[config.mk]
export PLATFORM = sky130hd
export DESIGN_NAME = id_exe_stage
export DESIGN_NICKNAME = d
export VERILOG_FILES = /design/src/rtl/mips_pkg.sv /design/src/rtl/hazard_fwd_unit.sv /design/src/rtl/id_exe_stage.sv
export SDC_FILE = /design/constraint.sdc
export NUM_CORES = 1
export LEC_CHECK = 0
export CAP_MARGIN = 25
export CORE_AREA = 2 2 139 141
export DETAILED_ROUTE_END_ITERATION = 10
export DIE_AREA = 0 0 141 143
export GPL_TIMING_DRIVEN = 0
export PLACE_DENSITY = 0.63
export SYNTH_ARGS = -nofsm -noshare
export SYNTH_HDL_FRONTEND = slang
export SYNTH_SLANG_ARGS = --single-unit
[constraint.sdc]
create_clock -name clk -period 5.85 [get_ports clk]
set_clock_uncertainty 0.15 [all_clocks]
set_input_delay 1.755 -clock clk [delete_from_list [all_inputs] [get_ports clk]]
set_output_delay 1.755 -clock clk [all_outputs]
set_load 0.01 [all_outputs]
[src/rtl/mips_pkg.sv]
// Shared widths, funct codes, FSM and forward-select encodings for the MIPS pipeline.
package mips_pkg;

  localparam int DATA_W = 32;
  localparam int OP_W   = 6;
  localparam int RA_W   = 5;

  localparam logic [OP_W-1:0] FUNCT_ADD = 6'h20;
  localparam logic [OP_W-1:0] FUNCT_SUB = 6'h22;
  localparam logic [OP_W-1:0] FUNCT_NOP = 6'h00;

  typedef enum logic {
    RUN   = 1'b0,
    STALL = 1'b1
  } state_t;

  typedef enum logic [1:0] {
    FWD_RF  = 2'd0,
    FWD_EX  = 2'd1,
    FWD_MEM = 2'd2,
    FWD_WB  = 2'd3
  } fwd_sel_t;

  typedef struct packed {
    logic              valid;
    logic              reg_write;
    logic              mem_read;
    logic              mem_write;
    logic [OP_W-1:0]   operation;
    logic [RA_W-1:0]   rd;
    logic [DATA_W-1:0] op1;
    logic [DATA_W-1:0] op2;
    logic [DATA_W-1:0] store_data;
  } id_exe_t;

  function automatic id_exe_t bubble();
    id_exe_t b;
    b           = '0;
    b.operation = FUNCT_NOP;
    return b;
  endfunction

  // r0 is hardwired, so it can never be the target of a forward or a RAW.
  function automatic logic rd_hit(input logic en, input logic [RA_W-1:0] rd,
                                  input logic [RA_W-1:0] src);
    return en && (src != '0) && (rd == src);
  endfunction

  function automatic fwd_sel_t fwd_pick(input logic [RA_W-1:0] src,
                                        input logic ex_en,  input logic [RA_W-1:0] ex_rd,
                                        input logic mem_en, input logic [RA_W-1:0] mem_rd,
                                        input logic wb_en,  input logic [RA_W-1:0] wb_rd);
    if (rd_hit(ex_en, ex_rd, src))   return FWD_EX;
    if (rd_hit(mem_en, mem_rd, src)) return FWD_MEM;
    if (rd_hit(wb_en, wb_rd, src))   return FWD_WB;
    return FWD_RF;
  endfunction

endpackage

[src/rtl/hazard_fwd_unit.sv]
// Combinational operand-forward selects and data-hazard flag for the ID/EXE stage.
// ID_EXE_FWD_EN defined: forwarding, load-use stalls only; undefined: stall on any RAW.
module hazard_fwd_unit
  import mips_pkg::*;
(
  input  logic            id_valid,
  input  logic            id_use_imm,
  input  logic            id_mem_write,
  input  logic [RA_W-1:0] id_rs,
  input  logic [RA_W-1:0] id_rt,
  input  logic            ex_valid,
  input  logic            ex_reg_write,
  input  logic            ex_mem_read,
  input  logic [RA_W-1:0] ex_rd,
  input  logic            mem_reg_write,
  input  logic [RA_W-1:0] mem_rd,
  input  logic            wb_reg_write,
  input  logic [RA_W-1:0] wb_rd,
  output fwd_sel_t        rs_sel,
  output fwd_sel_t        rt_sel,
  output logic            hazard
);

  // rt is a real source for R-type ops and as store data.
  logic rt_used;
  assign rt_used = !id_use_imm || id_mem_write;

`ifdef ID_EXE_FWD_EN
  logic ex_fwd_en;
  logic load_in_ex;

  // A load in EX has no result yet, so it is never an EX forward source.
  assign ex_fwd_en  = ex_valid && ex_reg_write && !ex_mem_read;
  assign load_in_ex = ex_valid && ex_mem_read;

  assign rs_sel = fwd_pick(id_rs, ex_fwd_en, ex_rd, mem_reg_write, mem_rd,
                           wb_reg_write, wb_rd);
  assign rt_sel = fwd_pick(id_rt, ex_fwd_en, ex_rd, mem_reg_write, mem_rd,
                           wb_reg_write, wb_rd);

  assign hazard = id_valid &&
                  (rd_hit(load_in_ex, ex_rd, id_rs) ||
                   (rt_used && rd_hit(load_in_ex, ex_rd, id_rt)));
`else
  logic ex_wr_en;
  logic rs_raw;
  logic rt_raw;
  logic unused_ex_mem_read;

  assign ex_wr_en           = ex_valid && ex_reg_write;
  assign unused_ex_mem_read = ex_mem_read;

  assign rs_sel = FWD_RF;
  assign rt_sel = FWD_RF;

  assign rs_raw = rd_hit(ex_wr_en, ex_rd, id_rs) ||
                  rd_hit(mem_reg_write, mem_rd, id_rs) ||
                  rd_hit(wb_reg_write, wb_rd, id_rs);
  assign rt_raw = rd_hit(ex_wr_en, ex_rd, id_rt) ||
                  rd_hit(mem_reg_write, mem_rd, id_rt) ||
                  rd_hit(wb_reg_write, wb_rd, id_rt);

  assign hazard = id_valid && (rs_raw || (rt_used && rt_raw));
`endif

endmodule

[src/rtl/id_exe_stage.sv]
// ID/EXE pipeline register with operand forwarding, load-use detection and bubble insertion.
// Outputs registered (1 cycle); stall is combinational; ID_EXE_FWD_EN enables forwarding.
module id_exe_stage
  import mips_pkg::*;
(
  input  logic              clk,
  input  logic              rst,
  input  logic              in_Valid,
  input  logic              in_RegWrite,
  input  logic              in_MemRead,
  input  logic              in_MemWrite,
  input  logic              in_UseImm,
  input  logic [DATA_W-1:0] in_Op1,
  input  logic [DATA_W-1:0] in_Op2,
  input  logic [DATA_W-1:0] in_Imm,
  input  logic [OP_W-1:0]   in_Operation,
  input  logic [RA_W-1:0]   in_Rs,
  input  logic [RA_W-1:0]   in_Rt,
  input  logic [RA_W-1:0]   in_Rd,
  input  logic              flush,
  input  logic [DATA_W-1:0] ex_Result,
  input  logic              mem_RegWrite,
  input  logic              wb_RegWrite,
  input  logic [RA_W-1:0]   mem_Rd,
  input  logic [RA_W-1:0]   wb_Rd,
  input  logic [DATA_W-1:0] mem_Result,
  input  logic [DATA_W-1:0] wb_Result,
  output logic [DATA_W-1:0] out_ID_EXE_Op1,
  output logic [DATA_W-1:0] out_ID_EXE_Op2,
  output logic [DATA_W-1:0] out_ID_EXE_StoreData,
  output logic [OP_W-1:0]   out_ID_EXE_Operation,
  output logic [RA_W-1:0]   out_ID_EXE_Rd,
  output logic              out_ID_EXE_Valid,
  output logic              out_ID_EXE_RegWrite,
  output logic              out_ID_EXE_MemRead,
  output logic              out_ID_EXE_MemWrite,
  output logic              stall,
  output logic [15:0]       stall_cnt
);

  id_exe_t           q;
  id_exe_t           load;
  state_t            state;
  fwd_sel_t          rs_sel;
  fwd_sel_t          rt_sel;
  logic              hazard;
  logic [DATA_W-1:0] rs_data;
  logic [DATA_W-1:0] rt_data;
  logic [15:0]       cnt;

  hazard_fwd_unit u_hazard_fwd (
    .id_valid      (in_Valid),
    .id_use_imm    (in_UseImm),
    .id_mem_write  (in_MemWrite),
    .id_rs         (in_Rs),
    .id_rt         (in_Rt),
    .ex_valid      (q.valid),
    .ex_reg_write  (q.reg_write),
    .ex_mem_read   (q.mem_read),
    .ex_rd         (q.rd),
    .mem_reg_write (mem_RegWrite),
    .mem_rd        (mem_Rd),
    .wb_reg_write  (wb_RegWrite),
    .wb_rd         (wb_Rd),
    .rs_sel        (rs_sel),
    .rt_sel        (rt_sel),
    .hazard        (hazard)
  );

  always_comb begin
    rs_data = in_Op1;
    unique case (rs_sel)
      FWD_EX:  rs_data = ex_Result;
      FWD_MEM: rs_data = mem_Result;
      FWD_WB:  rs_data = wb_Result;
      default: rs_data = in_Op1;
    endcase
  end

  always_comb begin
    rt_data = in_Op2;
    unique case (rt_sel)
      FWD_EX:  rt_data = ex_Result;
      FWD_MEM: rt_data = mem_Result;
      FWD_WB:  rt_data = wb_Result;
      default: rt_data = in_Op2;
    endcase
  end

  // An invalid ID slot is captured as a bubble so no stray control reaches EX.
  always_comb begin
    load = bubble();
    if (in_Valid) begin
      load.valid      = 1'b1;
      load.reg_write  = in_RegWrite;
      load.mem_read   = in_MemRead;
      load.mem_write  = in_MemWrite;
      load.operation  = in_Operation;
      load.rd         = in_Rd;
      load.op1        = rs_data;
      load.op2        = in_UseImm ? in_Imm : rt_data;
      load.store_data = rt_data;
    end
  end

  assign stall = hazard && !flush;

  always_ff @(posedge clk or posedge rst) begin
    if (rst) begin
      state <= RUN;
      q     <= bubble();
      cnt   <= '0;
    end else begin
      if (stall && (cnt != 16'hFFFF)) begin
        cnt <= cnt + 16'd1;
      end
      if (flush) begin
        q     <= bubble();
        state <= RUN;
      end else begin
        case (state)
          RUN: begin
            if (hazard) begin
              q     <= bubble();
              state <= STALL;
            end else begin
              q <= load;
            end
          end
          STALL: begin
            // IF/ID has held the same instruction; release once the writer has moved on.
            if (hazard) begin
              q <= bubble();
            end else begin
              q     <= load;
              state <= RUN;
            end
          end
          default: begin
            q     <= bubble();
            state <= RUN;
          end
        endcase
      end
    end
  end

  assign out_ID_EXE_Op1       = q.op1;
  assign out_ID_EXE_Op2       = q.op2;
  assign out_ID_EXE_StoreData = q.store_data;
  assign out_ID_EXE_Operation = q.operation;
  assign out_ID_EXE_Rd        = q.rd;
  assign out_ID_EXE_Valid     = q.valid;
  assign out_ID_EXE_RegWrite  = q.reg_write;
  assign out_ID_EXE_MemRead   = q.mem_read;
  assign out_ID_EXE_MemWrite  = q.mem_write;
  assign stall_cnt            = cnt;

endmodule

==> impl_metrics.env, run 1 <==
export IMPL_dp_hpwl_mm=11.9
export IMPL_synth_fa_ha_area_share_pct=0.247
export IMPL_ant_nets=0
export IMPL_hp_class="register to register"
export IMPL_drc_errors=0
export IMPL_end_kind="primary output"
export IMPL_drt_total_wl_mm=15.4
export IMPL_insertion_delay_ns=0.40
export IMPL_die_area_mm2=0.0202
export IMPL_syn_area_per_cell_um2=12.5
export IMPL_gp_congestion=0.814
export IMPL_track_usage_pct=15.6
export IMPL_ys_types=36
export IMPL_ir_drop_v=0.000188
export IMPL_synthMuxAreaShare_pct=6.56
export IMPL_htreeDepth=4
export IMPL_synthSimpleGateAreaFrac_pct=17.2
export IMPL_grt_pass1_vias=4509
export IMPL_area_growth_pct=69.8
export IMPL_yosys_top_cells_area="dfrtp_1 (63%), and2_1 (9.7%), mux2i_1 (6.3%), xor2_1 (6.2%), nor2_1 (2.7%)"
export IMPL_synth_xor_area_share_pct=7.80
export IMPL_start_util_pct=27.2
export IMPL_synth_compound_area_share_pct=3.37
export IMPL_drt_iter0_markers=93
export IMPL_dr_pass1_iters=4
export IMPL_hp_start="stall_cnt[8]$_DFFE_PP0P_"
export IMPL_placed_area_mm2=0.00801
export IMPL_layout_nets=922
export IMPL_syn_inst=405
export IMPL_yosysTopAreaCell="dfrtp_1"
export IMPL_rows=50
export IMPL_synth_top_family_by_area="simple AND/OR/NAND/NOR gates"
export IMPL_slew_headroom_pct=49.6
export IMPL_grt_overflow=0
export IMPL_final_area_mm2=0.00859
export IMPL_yosysWarnings=0
export IMPL_vias=4086
export IMPL_wl_per_cell_um=16.5
export IMPL_path_clk_slew_ns=0.06
export IMPL_portBuffers=263
export IMPL_cp_max_fo=15
export IMPL_maxCapViolCount=0
export IMPL_num_fill_cells=1743
export IMPL_crit_chain="clkdlybuf4s50_1 > or4_1 > nor2_2 > nand4b_1 > o21a_4 > a21oi_1 > dlygate4sd2_1"
export IMPL_worstReg2RegStart="out_ID_EXE_Rd[4]$_DFF_PP0_"
export IMPL_p_leak_nw=3.89
export IMPL_seq_area_frac_synth_pct=62.9
export IMPL_finalHoldViolations=0
export IMPL_grt_max_degree=80
export IMPL_grt_first_pass_wirelength_mm=24.0
export IMPL_io_pins=361
export IMPL_layout_cells_non_filler=935
export IMPL_outcome="finished, final reports clean"
export IMPL_syn_nets=639
export IMPL_place_inst=903
export IMPL_worst_setup_path_type="input port to primary output"
export IMPL_finalCritPeriodShare_pct=98.1
export IMPL_core_area_mm2=0.0186
export IMPL_antenna_found_initial=0
export IMPL_cts_buffers=17
export IMPL_root_buffer="clkbuf_16"
export IMPL_drive_gt1_share_pct=7.14
export IMPL_setup_viol=0
export IMPL_drv_slew=0
export IMPL_dieHeight_um=143
export IMPL_critPathArrivalTime_ns=3.84
export IMPL_rsz0062_at_grt="no"
export IMPL_die_w_um=141
export IMPL_crit_slowest_cell="or4_1"
export IMPL_required_ns=3.94
export IMPL_power_mw=2.28
export IMPL_cpPeakStageDelay_ns=0.55
export IMPL_synth_top_area_share_pct=62.9
export IMPL_viasPerCell=4.37
export IMPL_ys_seq_elements=127
export IMPL_startpoint_type="input port"
export IMPL_cts_num_sinks=127
export IMPL_startpoint="in_Rs[2]"
export IMPL_cts_tree="done"
export IMPL_fin_tns_setup_ns=0
export IMPL_power_density_mw_per_mm2=266
export IMPL_post_route_min_period_ns=5.74
export IMPL_clk_path_buf_depth=2
export IMPL_worstMarginPinSlew_ns=0.756
export IMPL_syn_area_mm2=0.00506
export IMPL_max_freq_mhz=174
report_power, final:
group	switching (mW)	leakage, nW	internal (mW)	total (mW)
logic	0.137	1.90	0.199	0.337
clock network	0.397	0.268	0.607	1.00
registers	0.0216	1.72	0.921	0.943
final timing paths:
path                                                      end  slack (ns)  depth (start not counted)
max                                                     stall        0.11                          7
min                                  stall_cnt[8]$_DFFE_PP0P_        0.34                          1
max reg2reg                        out_ID_EXE_Rd[3]$_DFF_PP0_        3.41                          9
min reg2reg                          stall_cnt[8]$_DFFE_PP0P_        0.34                          1
max in group asynchronous  out_ID_EXE_StoreData[18]$_DFF_PP0_        3.18                          3
min in group asynchronous   out_ID_EXE_Operation[1]$_DFF_PP0_        1.60                          2
per-stage QoR:
stage	hold WS [ns]	setup slack (ns)	utilization, %
after CTS	0.353	0.0594	46.2
final	0.344	0.108	46.2
after detailed placement	0.345	-0.355	43.1
after global routing	0.383	0.0161	46.2
after global placement	0.333	-1.18	43.0
after floorplan	0.371	0.561	-
routing by layer:
layer | wire (µm) | up-vias | global-route usage [%]
met2 | 7820 | 182 | 27.1
met3 | 1430 | 31 | 6.91
met5 | 0 | - | 0
met4 | 405 | 0 | 5.89
li1 | - | 1904 | -
met1 | 5770 | 1969 | 16.8
cell type report:
class / instances / area, µm² / share of cell area [%]
Sequential cell: 127 / 3180 / 37.0
Inverter: 3 / 17.5 / 0.204
Antenna cell: 1 / 2.50 / 0.0291
Buffer: 16 / 86.3 / 1.01
Clock inverter: 12 / 110 / 1.28
Tap cell: 234 / 293 / 3.41
Clock buffer: 19 / 453 / 5.28
Timing Repair Buffer: 265 / 2660 / 30.9
Multi-Input combinational cell: 258 / 1790 / 20.8
cell families after synthesis:
| family | after synthesis |
|---|---|
| AOI/OAI and AO/OA | 25 |
| xor gates and xnor gates | 45 |
| adders and majority gates | 1 |
| buffers and inverters | 20 |
| DFF | 127 |
| muxes | 33 |
| and+or+nand+nor | 154 |
layout by cell type (no fill, tap or decap), types with 2 or more instances in the layout:
cell type,count
nor3_1,3
clkinv_2,4
clkbuf_1,7
xnor2_1,9
and3_1,5
and2_1,78
clkbuf_2,5
nand3_1,5
nor4_1,5
a211oi_1,4
nand2_1,4
clkbuf_8,2
clkbuf_16,17
a21oi_1,13
xor2_1,36
nor2_1,36
mux2i_1,32
o21ai_0,2
dlygate4sd2_1,9
buf_6,2
clkinvlp_4,4
dfrtp_1,127
inv_6,5
nor2b_1,2
clkdlybuf4s50_1,254
nand4_1,9
state kept, by name (all words and copies together) (netlist names):
name and flops:
stall_cnt 16, out_ID_EXE_StoreData 32, out_ID_EXE_MemRead 1, out_ID_EXE_Op2 32, out_ID_EXE_MemWrite 1, out_ID_EXE_Rd 5
out_ID_EXE_Valid 1, out_ID_EXE_Operation 6, out_ID_EXE_RegWrite 1, out_ID_EXE_Op1 32
what timing repair did:
action / in CTS / in global routing
pin swaps: 2 / 2
gates resized for setup: 12 / 1
hold buffers: 0 / 0
setup buffers: 1 / 0
setup endpoints to repair: 1 / 1
synthesized netlist by cell type:
cell type,n
a21oi_1,13
nor2b_1,2
a32oi_1,1
and3_1,5
o21a_2,1
o31a_1,1
a21o_1,1
buf_6,2
clkbuf_2,5
o211a_1,1
a211oi_1,4
buf_2,2
xor2_1,36
nand3_4,1
and4_1,1
or4_1,1
ha_1,1
clkinv_2,1
o21ai_0,2
nor2_1,36
nand2b_1,1
o31ai_4,1
nor4_1,5
mux2_2,1
nand3_1,5
nand4b_1,1
nand2_1,4
clkbuf_1,8
dfrtp_1,127
nor2_2,1
mux2i_1,32
xnor2_1,9
inv_1,2
nor3_1,4
nand4_1,9
and2_1,78
critical path, delay by kind of cell:
kind                   cells  cell delay, ns
AO/OA/AOI/OAI              2            0.38
AND/OR/NAND/NOR            3            0.88
buffers and inverters      2            0.82
Note: power is estimated with default switching activity, not from simulation.
==> run 2: changes to the inputs <==
--- a/config.mk
+++ b/config.mk
@@ -5,10 +5,10 @@
 export SDC_FILE = /design/constraint.sdc
 export NUM_CORES = 1
 export LEC_CHECK = 0
-export CAP_MARGIN = 25
 export CORE_AREA = 2 2 139 141
 export DETAILED_ROUTE_END_ITERATION = 10
 export DIE_AREA = 0 0 141 143
+export GPL_ROUTABILITY_DRIVEN = 0
 export GPL_TIMING_DRIVEN = 0
 export PLACE_DENSITY = 0.63
 export SYNTH_ARGS = -nofsm -noshare
==> impl_metrics.env, run 2 (synthesized netlist as in run 1, its figures left out) <==
export IMPL_rows=50
export IMPL_cts_num_sinks=127
export IMPL_track_usage_pct=15.6
export IMPL_worstMarginPinSlew_ns=0.756
export IMPL_power_frac_comb_pct=14.7
export IMPL_multi_input_area_mm2=0.00179
export IMPL_layout_nets=922
export IMPL_switching_power_mw=0.556
export IMPL_cts_tree="done"
export IMPL_viasPerCell=4.37
export IMPL_die_area_mm2=0.0202
export IMPL_finalCritPeriodShare_pct=98.1
export IMPL_num_fill_cells=1743
export IMPL_die_w_um=141
export IMPL_max_freq_mhz=174
export IMPL_io_pins=361
export IMPL_slew_headroom_pct=49.6
export IMPL_swShare_pct=24.3
export IMPL_grt_first_pass_wirelength_mm=24.0
export IMPL_drive_gt1_share_pct=7.14
export IMPL_intPower_mw=1.73
export IMPL_maxCapViolCount=0
export IMPL_fin_tns_setup_ns=0
export IMPL_cts_buffers=17
export IMPL_root_buffer="clkbuf_16"
export IMPL_power_density_mw_per_mm2=266
export IMPL_core_area_mm2=0.0186
export IMPL_ir_drop_v=0.000188
export IMPL_path_clk_slew_ns=0.06
export IMPL_htreeDepth=4
export IMPL_power_frac_clock_pct=44.0
export IMPL_p_leak_nw=3.89
export IMPL_end_kind="primary output"
export IMPL_clk_path_buf_depth=2
export IMPL_insertion_delay_ns=0.40
export IMPL_pwr_share_seq_pct=41.3
export IMPL_vias=4086
export IMPL_final_common_cell="clkdlybuf4s50_1"
export IMPL_grt_overflow=0
export IMPL_ff_latch_area_mm2=0.00318
export IMPL_pre_cts_ws_ns=-0.355
export IMPL_critPathArrivalTime_ns=3.84
export IMPL_start_util_pct=27.2
export IMPL_hp_class="register to register"
export IMPL_portBuffers=263
export IMPL_antenna_found_initial=0
export IMPL_required_ns=3.94
export IMPL_grt_max_degree=80
export IMPL_post_route_min_period_ns=5.74
export IMPL_worst_setup_path_type="input port to primary output"
export IMPL_rsz0062_at_grt="no"
export IMPL_setup_viol=0
export IMPL_ant_nets=0
export IMPL_area_growth_pct=69.8
export IMPL_dp_hpwl_mm=11.9
export IMPL_place_inst=903
export IMPL_setup_slack_ns=0.108
export IMPL_wl_per_cell_um=16.5
export IMPL_placed_area_mm2=0.00801
export IMPL_startpoint_type="input port"
export IMPL_dieHeight_um=143
export IMPL_drc_errors=0
export IMPL_cp_max_fo=15
export IMPL_outcome="finished, final reports clean"
export IMPL_layout_common_cells="clkdlybuf4s50_1 (254), dfrtp_1 (127), and2_1 (78)"
export IMPL_drt_iter0_markers=93
export IMPL_drv_slew=0
export IMPL_hold_path_depth=1
export IMPL_fin_util_pct=46.2
export IMPL_final_area_mm2=0.00859
export IMPL_reg2reg_depth=9
export IMPL_grt_pass1_vias=4509
export IMPL_dr_pass1_iters=4
export IMPL_finalHoldViolations=0
export IMPL_drt_total_wl_mm=15.4
export IMPL_layout_cells_non_filler=935
==> run 2: cell counts in the layout (fill, tap and decap cells not counted) <==
No cell type changed its count.
==> run 2: final timing paths <==
path	from	to	slack, ns
setup / recovery	in_Rs[2]	stall	0.11
hold / removal	stall_cnt[8]$_DFFE_PP0P_	stall_cnt[8]$_DFFE_PP0P_	0.34
setup reg to reg	out_ID_EXE_Rd[4]$_DFF_PP0_	out_ID_EXE_Rd[3]$_DFF_PP0_	3.41
hold reg to reg	stall_cnt[8]$_DFFE_PP0P_	stall_cnt[8]$_DFFE_PP0P_	0.34
max in group asynchronous	rst	out_ID_EXE_StoreData[18]$_DFF_PP0_	3.18
min in group asynchronous	rst	out_ID_EXE_Operation[1]$_DFF_PP0_	1.60
==> run 2: power groups by stage <==
stage | Clock (mW) | Combinational (mW) | Sequential (mW)
finish | 1.00 | 0.337 | 0.943
CTS | 1.03 | 0.343 | 0.944
detailed placement | 0 | 0.343 | 0.959
global route | 1.07 | 0.364 | 0.948
global placement | 0 | 0.335 | 0.958
floorplan | 0 | 0.0961 | 0.978
==> run 2: per-layer routing <==
| metal | global-route usage (%) | share of wire (%) | vias up |
|---|---|---|---|
| met3 | 6.91 | 9.2 | 31 |
| met5 | 0 | 0 | - |
| met4 | 5.89 | 2.6 | 0 |
| li1 | - | - | 1904 |
| met1 | 16.8 | 37 | 1969 |
| met2 | 27.1 | 51 | 182 |
==> run 2: critical path, stage by stage <==
cell and delay (ns):
clkdlybuf4s50_1 0.52, or4_1 0.55, nor2_2 0.16, nand4b_1 0.17, o21a_4 0.26, a21oi_1 0.12
dlygate4sd2_1 0.30
==> run 2: repair_timing <==
action / in CTS / in global routing
endpoints found under the setup margin: 1 / 1
buffers inserted: 1 / 0
resized for setup: 12 / 1
hold buffers: 0 / 0
pin swaps: 2 / 2
==> run 2: final cells by class <==
| class | instances | share of cell area [%] |
|---|---|---|
| flip-flops and latches | 127 | 37.0 |
| well taps | 234 | 3.41 |
| inverters | 3 | 0.204 |
| plain buffers | 16 | 1.01 |
| clock buffers | 19 | 5.28 |
| multi-input cells | 258 | 20.8 |
| repair buffers | 265 | 30.9 |
| clock inverters | 12 | 1.28 |
| diodes | 1 | 0.0291 |
==> run 2: metrics by stage <==
stage	hold WS, ns	power (mW)
after floorplan	0.371	1.07
after global placement	0.333	1.29
after detailed placement	0.345	1.30
after CTS	0.353	2.32
after global routing	0.383	2.39
final	0.344	2.28
